### src/rtl/snake_pkg.sv
// Shared types for the snake body engine: headings, FSM states, map
// position struct, default game dimensions and the heading-reversal helper.
package snake_pkg;

  localparam int MAX_SNAKE_LENGTH = 15;
  localparam int MAP_WIDTH        = 64;
  localparam int MAP_HEIGHT       = 48;

  typedef enum logic [2:0] {
    NONE  = 3'd0,
    UP    = 3'd1,
    DOWN  = 3'd2,
    LEFT  = 3'd3,
    RIGHT = 3'd4
  } direction;

  typedef enum logic [1:0] {
    IDLE  = 2'd0,
    MOVE  = 2'd1,
    CHECK = 2'd2,
    DEAD  = 2'd3
  } state_e;

  typedef struct packed {
    logic [$clog2(MAP_WIDTH)-1:0]  x;
    logic [$clog2(MAP_HEIGHT)-1:0] y;
  } pos_t;

  // Heading that would reverse the snake onto its own neck.
  function automatic direction opposite(input direction d);
    case (d)
      UP:      return DOWN;
      DOWN:    return UP;
      LEFT:    return RIGHT;
      RIGHT:   return LEFT;
      default: return NONE;
    endcase
  endfunction

endpackage

### src/rtl/snake_next_head.sv
// Combinational next-head calculator: resolves the effective heading
// (ignores NONE and reversals) and steps the head one tile along it.
// Leaving the map flags out-of-bounds, or wraps around when the
// SNAKE_WRAP_EN macro is defined.
module snake_next_head
  import snake_pkg::*;
#(
  parameter int MAP_W = 64,
  parameter int MAP_H = 48,
  parameter int XW    = $clog2(MAP_W),
  parameter int YW    = $clog2(MAP_H)
) (
  input  logic [XW-1:0] head_x_i,
  input  logic [YW-1:0] head_y_i,
  input  direction      heading_i,
  input  direction      dir_i,
  output logic [XW-1:0] nxt_x_o,
  output logic [YW-1:0] nxt_y_o,
  output direction      eff_dir_o,
  output logic          oob_o
);

  // Pick the heading, then move one tile on the matching axis.
  // NOTE: every output gets a default before the case so no path leaves
  // a value unassigned, which would otherwise infer a latch.
  always_comb begin
    eff_dir_o = heading_i;
    nxt_x_o   = head_x_i;
    nxt_y_o   = head_y_i;
    oob_o     = 1'b0;
    if (dir_i != NONE && dir_i != opposite(heading_i)) begin
      eff_dir_o = dir_i;
    end
    case (eff_dir_o)
      RIGHT: begin
        if (head_x_i == XW'(MAP_W - 1)) begin
`ifdef SNAKE_WRAP_EN
          nxt_x_o = '0;
`else
          oob_o = 1'b1;
`endif
        end else begin
          nxt_x_o = head_x_i + XW'(1);
        end
      end
      LEFT: begin
        if (head_x_i == '0) begin
`ifdef SNAKE_WRAP_EN
          nxt_x_o = XW'(MAP_W - 1);
`else
          oob_o = 1'b1;
`endif
        end else begin
          nxt_x_o = head_x_i - XW'(1);
        end
      end
      DOWN: begin
        if (head_y_i == YW'(MAP_H - 1)) begin
`ifdef SNAKE_WRAP_EN
          nxt_y_o = '0;
`else
          oob_o = 1'b1;
`endif
        end else begin
          nxt_y_o = head_y_i + YW'(1);
        end
      end
      UP: begin
        if (head_y_i == '0) begin
`ifdef SNAKE_WRAP_EN
          nxt_y_o = YW'(MAP_H - 1);
`else
          oob_o = 1'b1;
`endif
        end else begin
          nxt_y_o = head_y_i - YW'(1);
        end
      end
      default: begin
      end
    endcase
  end

endmodule

### src/rtl/snake_body.sv
// Per-player snake body engine. Keeps the head, heading and a ring buffer
// of segments; each accepted step runs IDLE -> MOVE -> CHECK and either
// commits the move (optionally growing) or latches a sticky death.
// A registered query port tells the renderer whether a tile is occupied.
// Optional torus wrap-around is enabled with the SNAKE_WRAP_EN macro.
module snake_body
  import snake_pkg::*;
#(
  parameter int       MAX_LEN  = MAX_SNAKE_LENGTH,
  parameter int       MAP_W    = MAP_WIDTH,
  parameter int       MAP_H    = MAP_HEIGHT,
  parameter int       INIT_LEN = 3,
  parameter int       INIT_X   = 8,
  parameter int       INIT_Y   = 24,
  parameter direction INIT_DIR = RIGHT,
  parameter int       XW       = $clog2(MAP_W),
  parameter int       YW       = $clog2(MAP_H),
  parameter int       LW       = $clog2(MAX_LEN + 1)
) (
  input  logic          clk,
  input  logic          rst_n,
  input  logic          restart,
  input  logic          step,
  input  direction      dir_in,
  input  logic          grow,
  output logic [XW-1:0] head_x,
  output logic [YW-1:0] head_y,
  output logic [LW-1:0] length,
  output logic          busy,
  output logic          dead,
  output logic          step_done,
  input  logic [XW-1:0] query_x,
  input  logic [YW-1:0] query_y,
  output logic          query_hit,
  output logic          query_head
);

  localparam int PW = $clog2(MAX_LEN);

  state_e        state_q, state_d;
  direction      heading_q, dir_lat_q, eff_dir;
  logic          grow_lat_q;
  logic [XW-1:0] head_x_q, nxt_x_q, nxt_x_c;
  logic [YW-1:0] head_y_q, nxt_y_q, nxt_y_c;
  logic          oob_q, oob_c;
  logic [PW-1:0] head_ptr_q, head_ptr_nxt;
  logic [LW-1:0] length_q;
  logic [XW-1:0] seg_x_q [MAX_LEN];
  logic [YW-1:0] seg_y_q [MAX_LEN];
  logic          step_done_q, query_hit_q, query_head_q;
  logic [MAX_LEN-1:0] live, tail;
  logic          can_grow, body_hit, query_hit_c;
  logic          accept, commit, die;

  // Reset-pose coordinates of the segment 'age' tiles behind the head.
  function automatic int init_px(input int age);
    case (INIT_DIR)
      RIGHT:   return INIT_X - age;
      LEFT:    return INIT_X + age;
      default: return INIT_X;
    endcase
  endfunction

  function automatic int init_py(input int age);
    case (INIT_DIR)
      DOWN:    return INIT_Y - age;
      UP:      return INIT_Y + age;
      default: return INIT_Y;
    endcase
  endfunction

  snake_next_head #(
    .MAP_W (MAP_W),
    .MAP_H (MAP_H),
    .XW    (XW),
    .YW    (YW)
  ) u_next_head (
    .head_x_i  (head_x_q),
    .head_y_i  (head_y_q),
    .heading_i (heading_q),
    .dir_i     (dir_lat_q),
    .nxt_x_o   (nxt_x_c),
    .nxt_y_o   (nxt_y_c),
    .eff_dir_o (eff_dir),
    .oob_o     (oob_c)
  );

  assign head_ptr_nxt = (head_ptr_q == PW'(MAX_LEN - 1)) ? '0 : head_ptr_q + PW'(1);
  assign can_grow     = grow_lat_q && (int'(length_q) < MAX_LEN);

  // Classify ring entries by age behind the head: live body and the tail.
  always_comb begin
    live = '0;
    tail = '0;
    for (int i = 0; i < MAX_LEN; i++) begin
      automatic int age = int'(head_ptr_q) - i;
      if (age < 0) age = age + MAX_LEN;
      live[i] = age < int'(length_q);
      tail[i] = age == int'(length_q) - 1;
    end
  end

  // Collision against the body (the tail is free unless it stays put) and
  // occupancy of the queried tile.
  always_comb begin
    body_hit    = 1'b0;
    query_hit_c = 1'b0;
    for (int i = 0; i < MAX_LEN; i++) begin
      if (live[i] && !(tail[i] && !can_grow) &&
          seg_x_q[i] == nxt_x_q && seg_y_q[i] == nxt_y_q) begin
        body_hit = 1'b1;
      end
      if (live[i] && seg_x_q[i] == query_x && seg_y_q[i] == query_y) begin
        query_hit_c = 1'b1;
      end
    end
  end

  // Next-state and control strobes; restart overrides everything.
  always_comb begin
    state_d = state_q;
    accept  = 1'b0;
    commit  = 1'b0;
    die     = 1'b0;
    case (state_q)
      IDLE: begin
        if (step) begin
          state_d = MOVE;
          accept  = 1'b1;
        end
      end
      MOVE:  state_d = CHECK;
      CHECK: begin
        if (body_hit || oob_q) begin
          state_d = DEAD;
          die     = 1'b1;
        end else begin
          state_d = IDLE;
          commit  = 1'b1;
        end
      end
      DEAD:    state_d = DEAD;
      default: state_d = IDLE;
    endcase
    if (restart) begin
      state_d = IDLE;
      accept  = 1'b0;
      commit  = 1'b0;
      die     = 1'b0;
    end
  end

  // FSM state register.
  // NOTE: sequential state uses non-blocking assignments so every register
  // samples its inputs from before the edge, regardless of block order.
  always_ff @(posedge clk or negedge rst_n) begin
    if (!rst_n) state_q <= IDLE;
    else        state_q <= state_d;
  end

  // Body datapath: pose load, request latch, next-head capture, commit.
  // NOTE: the segment ring is reset on purpose; restart has to rebuild the
  // starting body anyway and the array is only MAX_LEN entries deep.
  always_ff @(posedge clk or negedge rst_n) begin
    if (!rst_n) begin
      heading_q   <= INIT_DIR;
      dir_lat_q   <= NONE;
      grow_lat_q  <= 1'b0;
      head_x_q    <= XW'(INIT_X);
      head_y_q    <= YW'(INIT_Y);
      nxt_x_q     <= '0;
      nxt_y_q     <= '0;
      oob_q       <= 1'b0;
      head_ptr_q  <= PW'(INIT_LEN - 1);
      length_q    <= LW'(INIT_LEN);
      step_done_q <= 1'b0;
      for (int i = 0; i < MAX_LEN; i++) begin
        seg_x_q[i] <= (i < INIT_LEN) ? XW'(init_px(INIT_LEN - 1 - i)) : '0;
        seg_y_q[i] <= (i < INIT_LEN) ? YW'(init_py(INIT_LEN - 1 - i)) : '0;
      end
    end else if (restart) begin
      heading_q   <= INIT_DIR;
      grow_lat_q  <= 1'b0;
      head_x_q    <= XW'(INIT_X);
      head_y_q    <= YW'(INIT_Y);
      head_ptr_q  <= PW'(INIT_LEN - 1);
      length_q    <= LW'(INIT_LEN);
      step_done_q <= 1'b0;
      for (int i = 0; i < MAX_LEN; i++) begin
        seg_x_q[i] <= (i < INIT_LEN) ? XW'(init_px(INIT_LEN - 1 - i)) : '0;
        seg_y_q[i] <= (i < INIT_LEN) ? YW'(init_py(INIT_LEN - 1 - i)) : '0;
      end
    end else begin
      step_done_q <= commit | die;
      if (accept) begin
        dir_lat_q  <= dir_in;
        grow_lat_q <= grow;
      end
      if (state_q == MOVE) begin
        nxt_x_q <= nxt_x_c;
        nxt_y_q <= nxt_y_c;
        oob_q   <= oob_c;
      end
      if (commit) begin
        seg_x_q[head_ptr_nxt] <= nxt_x_q;
        seg_y_q[head_ptr_nxt] <= nxt_y_q;
        head_ptr_q            <= head_ptr_nxt;
        head_x_q              <= nxt_x_q;
        head_y_q              <= nxt_y_q;
        heading_q             <= eff_dir;
        if (can_grow) length_q <= length_q + LW'(1);
      end
    end
  end

  // Registered tile query, reflecting the body before any same-edge commit.
  always_ff @(posedge clk or negedge rst_n) begin
    if (!rst_n) begin
      query_hit_q  <= 1'b0;
      query_head_q <= 1'b0;
    end else begin
      query_hit_q  <= query_hit_c;
      query_head_q <= (query_x == head_x_q) && (query_y == head_y_q);
    end
  end

  assign head_x     = head_x_q;
  assign head_y     = head_y_q;
  assign length     = length_q;
  assign busy       = (state_q == MOVE) || (state_q == CHECK);
  assign dead       = (state_q == DEAD);
  assign step_done  = step_done_q;
  assign query_hit  = query_hit_q;
  assign query_head = query_head_q;

endmodule

### config.mk
export PLATFORM = sky130hd
export DESIGN_NAME = snake_body
export DESIGN_NICKNAME = d
export VERILOG_FILES = /design/src/rtl/snake_pkg.sv /design/src/rtl/snake_next_head.sv /design/src/rtl/snake_body.sv
export SDC_FILE = /design/constraint.sdc
export NUM_CORES = 1
export LEC_CHECK = 0
export ABC_AREA = 1
export CAP_MARGIN = 40
export CORE_MARGIN = 2
export CORE_UTILIZATION = 55
export DETAILED_ROUTE_END_ITERATION = 10
export GPL_TIMING_DRIVEN = 0
export HOLD_SLACK_MARGIN = 0.02
export PLACE_DENSITY = 0.72
export SETUP_SLACK_MARGIN = 0.05
export SLEW_MARGIN = 0
export SYNTH_ARGS = -nofsm -noshare
export SYNTH_HDL_FRONTEND = slang
export SYNTH_HIERARCHICAL = 1
export SYNTH_SLANG_ARGS = --single-unit
### constraint.sdc
create_clock -name clk -period 5.51 [get_ports clk]
set_clock_uncertainty 0.15 [all_clocks]
set_input_delay 1.102 -clock clk [delete_from_list [all_inputs] [get_ports clk]]
set_output_delay 1.102 -clock clk [all_outputs]
set_load 0.005 [all_outputs]
==> impl_results.md <==
- Status: finished clean
- RSZ-0062 raised after global routing: false
- Row cnt: 68
- Drt first pass iters: 6
- Req. time, crit path: about 6000 ps
- Layout overhead on the synthesized area: 11.93%
- Syn Nets: roughly 2.9k
- Avg Vias per Cell: between 6 and 7
- Fillers: 3291
- Slew Limit Headroom: 0.3530
- RD Place Congestion: approximately 1.0
- Main flop type after synthesis: dfrtp_1
- DRC: 0
- Hold_buf cts: 0
- Overall Global Routing Usage: 0.4185
- Most frequent cells in the layout: nand2_1 (863), nand3_1 (343), dfrtp_1 (206)
- Minimum clock period: roughly 5300 ps
- Vias: roughly 20k
- Sw Ratio: 0.4479
- Distinct cells, synth: 53
- Type of origin of the critical path: register
- Seq/Total Area, Yosys: 0.2934
- CTS clk-pin slew, worst paths: about 60 ps
- CTS Sinks: about 230
- Global-route wire length before repair: roughly 110 mm
- Async SR Flop Fraction: 1.000
- CTS buffer count: 28
- Fin nets: slightly below 3k
- Post-DP HPWL: 55.65 mm
- Antenna Nets Post-Route: 0
- Number of global-route vias before repair: 18.55k
- Share of cells above drive strength 1: 0.09657
- Critical path fanouts, max: 10
- Port bufs: 27
- Max Freq: about 190 MHz
- Chip Height: around 190 um
- Worst slew pin tran: ~970 ps
- CTS root buf: clkbuf_16
- Initial Util: 0.5579
- Reg power frac: 0.261
- Max Cap Viol: 0
- Mapped Avg Cell Area: ~7 um^2
- TNS Setup: 0 ps
- DRT iter0 DRCs: roughly 2.3k
- Worst EP arrival: roughly 5700 ps
- Number of synthesized flops with an enable pin: 0
- Combinational group share of total power: 0.479
- Worst-skew pair later-pin latency: ~600 ps
- Core box area: roughly 0.035 mm^2
- CTS Buffer Depth: 3
- Clock share of power: 0.261
- Final period util: 0.9669
- Pin count of the biggest net entering global routing: 99
- Max-slew violation count: 0
- Final hold vios: 0
- WL per Instance: 23.21 um
- Hold crit path type: in2async
- Sw power: around 3200 uW
- CP Class: reg2reg
- Ports: slightly above 40
- Syn Inst Count: 2744
- Final instance area: roughly 0.022 mm^2
- Initial antenna violation count: 1
- Peak supply drop: between 0.2 and 0.3 mV
- GRT overflow: 0
- Commonest non-fill, non-tap cell in the layout: nand2_1
- Total power: 7230 uW
- Syn Std Cell Area: a little under 0.02 mm^2
- Cell Area, Placed: roughly 0.020 mm^2
- FF+latch count, synth: around 230
- Hold Worst Slack: about 230 ps
- CTS tree: built
- Yosys warns: 6
- Crit end category: register
- Setup Viol. Count Final: 0
- Die ar.: roughly 0.037 mm^2
- Drt total wl: 76.92 mm
- CTS H-tree depth: 1
- Chip Width: around 190 um
- LEAKAGE: 0.01104 uW
- Int Pwr: between 3000 and 4000 uW
- P per Cell Area: approximately 340 mW/mm^2
-- critical path: stages (launching register included) --
cell        delay (ps)
dfstp_2            680
buf_4              240
clkinvlp_4         190
ha_1               320
buf_4              220
nand2_1            170
nor2_4             180
nand2_1             90
nand3_1             90
nand2_1             90
ha_1               300
nand2_1             50
o21ai_0            170
o21ai_0            170
buf_2              220
nand3_2            200
o21bai_1           140
nand2_1            120
nor2_4             240
nand3_4            190
nor2_2             400
clkbuf_4           410
nand2_1            100
nand2_1            110
-- logic make-up after synthesis --
group                    count (synthesis)  synth area share
buffers and inverters                  332           0.07700
adder cells (fa/ha/maj)                 96           0.06233
XOR/XNOR                               343            0.1563
AND/OR/NAND/NOR                       1592            0.3635
multiplexers                             3          0.001753
flip-flops                             225            0.2934
AO/OA/AOI/OAI                          153           0.04577
-- what timing repair did --
item / in CTS / in global routing
gates resized for setup: 0 / 13
setup endpoints to repair: 0 / 193
setup buffers: 0 / 8
-- through the flow --
stage,std cells,util,worst slack (ps)
CTS,3303,0.6203,91.88
floorplan,2744,-,1703
global route,3313,0.6243,38.28
global placement,3226,0.5822,-6736
detailed placement,3253,0.5932,90.27
finish,3314,0.6244,182.2
-- state kept, by name (all words and copies together), names as in the netlist --
name,count
dir_lat_q,3
grow_lat_q,1
head_ptr_q,4
head_x,6
head_y,6
heading_q,3
length,4
nxt_x_q,6
nxt_y_q,6
oob_q,1
query_head,1
query_hit,1
seg_x_q,90
seg_y_q,90
state_q,2
step_done,1
-- final timing paths --
path,from,end,slack (ps),cells after the start
min in group clk,heading_q[0]$_DFFE_PN0P_,heading_q[0]$_DFFE_PN0P_,340,2
max,head_ptr_q[1]$_DFFE_PN1P_,seg_x_q[83]$_DFFE_PN0P_,180,23
min,rst_n,seg_y_q[27]$_DFFE_PN0P_,230,1
min reg2reg,heading_q[0]$_DFFE_PN0P_,heading_q[0]$_DFFE_PN0P_,340,2
max reg2reg,head_ptr_q[1]$_DFFE_PN1P_,seg_x_q[83]$_DFFE_PN0P_,180,23
max in group asynchronous,rst_n,seg_x_q[78]$_DFFE_PN1P_,3710,3
-- power by group through the flow --
stage / logic, uW / clock network (uW) / registers (uW)
after floorplan: 2240 / 0 / 1870
after global placement: 3210 / 0 / 1910
after detailed placement: 3320 / 0 / 1910
after CTS: 3340 / 1890 / 1880
after global routing: 3670 / 1950 / 1900
final: 3460 / 1880 / 1880
-- cells in the mapped netlist (2+ instances only) --
| cell | instances | share of area |
|---|---|---|
| nand2_1 | 864 | 0.17 |
| nand3_1 | 344 | 0.089 |
| dfrtp_1 | 206 | 0.27 |
| nor2_1 | 195 | 0.038 |
| inv_1 | 176 | 0.034 |
| xor2_1 | 172 | 0.078 |
| xnor2_1 | 170 | 0.077 |
| ha_1 | 96 | 0.062 |
| nand4_1 | 61 | 0.020 |
| a21oi_1 | 55 | 0.014 |
| buf_2 | 46 | 0.012 |
| o21ai_0 | 44 | 0.011 |
| clkbuf_1 | 42 | 0.0082 |
| nor3_1 | 37 | 0.0096 |
| dfstp_2 | 19 | 0.026 |
| nor4_1 | 19 | 0.0062 |
| inv_2 | 18 | 0.0035 |
| buf_1 | 17 | 0.0033 |
| or2_2 | 16 | 0.0052 |
| buf_4 | 15 | 0.0058 |
| nand2_2 | 15 | 0.0049 |
| o211ai_1 | 11 | 0.0043 |
| o21ai_1 | 11 | 0.0029 |
| buf_6 | 10 | 0.0058 |
| nand2_4 | 10 | 0.0058 |
| nor2_4 | 9 | 0.0053 |
| nor2_2 | 7 | 0.0023 |
| o21bai_1 | 7 | 0.0027 |
| nand3_2 | 5 | 0.0026 |
| nand3b_1 | 5 | 0.0019 |
| a31oi_1 | 4 | 0.0013 |
| o21ai_2 | 4 | 0.0018 |
| clkinv_1 | 3 | 0.00058 |
| mux2_2 | 3 | 0.0018 |
| o22ai_1 | 3 | 0.00097 |
| a211oi_1 | 2 | 0.00078 |
| a21oi_2 | 2 | 0.00091 |
| buf_12 | 2 | 0.0021 |
| inv_4 | 2 | 0.00065 |
| nand3_4 | 2 | 0.0018 |
| nor2_8 | 2 | 0.0021 |
| o21a_1 | 2 | 0.00078 |
-- final cells by class --
| cell class | instances | area, um^2 | share of cell area |
|---|---|---|---|
| buffer | 133 | 748.2 | 0.03469 |
| inverter | 199 | 755.7 | 0.03504 |
| timing repair buffer | 64 | 752.0 | 0.03486 |
| sequential | 225 | 5654 | 0.2621 |
| clock inverter | 10 | 130.1 | 0.006033 |
| antenna | 1 | 2.502 | 0.0001160 |
| clock buffer | 40 | 805.8 | 0.03736 |
| multi-input combinational | 2187 | 12150 | 0.5634 |
| tap | 455 | 569.3 | 0.02639 |
-- routing by layer --
metal  track usage  share of wire
met5             0        0.00017
met4        0.2929          0.083
met3       0.09418           0.11
met2        0.6438           0.43
met1        0.5210           0.37
Power figures use the tool's default switching activity.
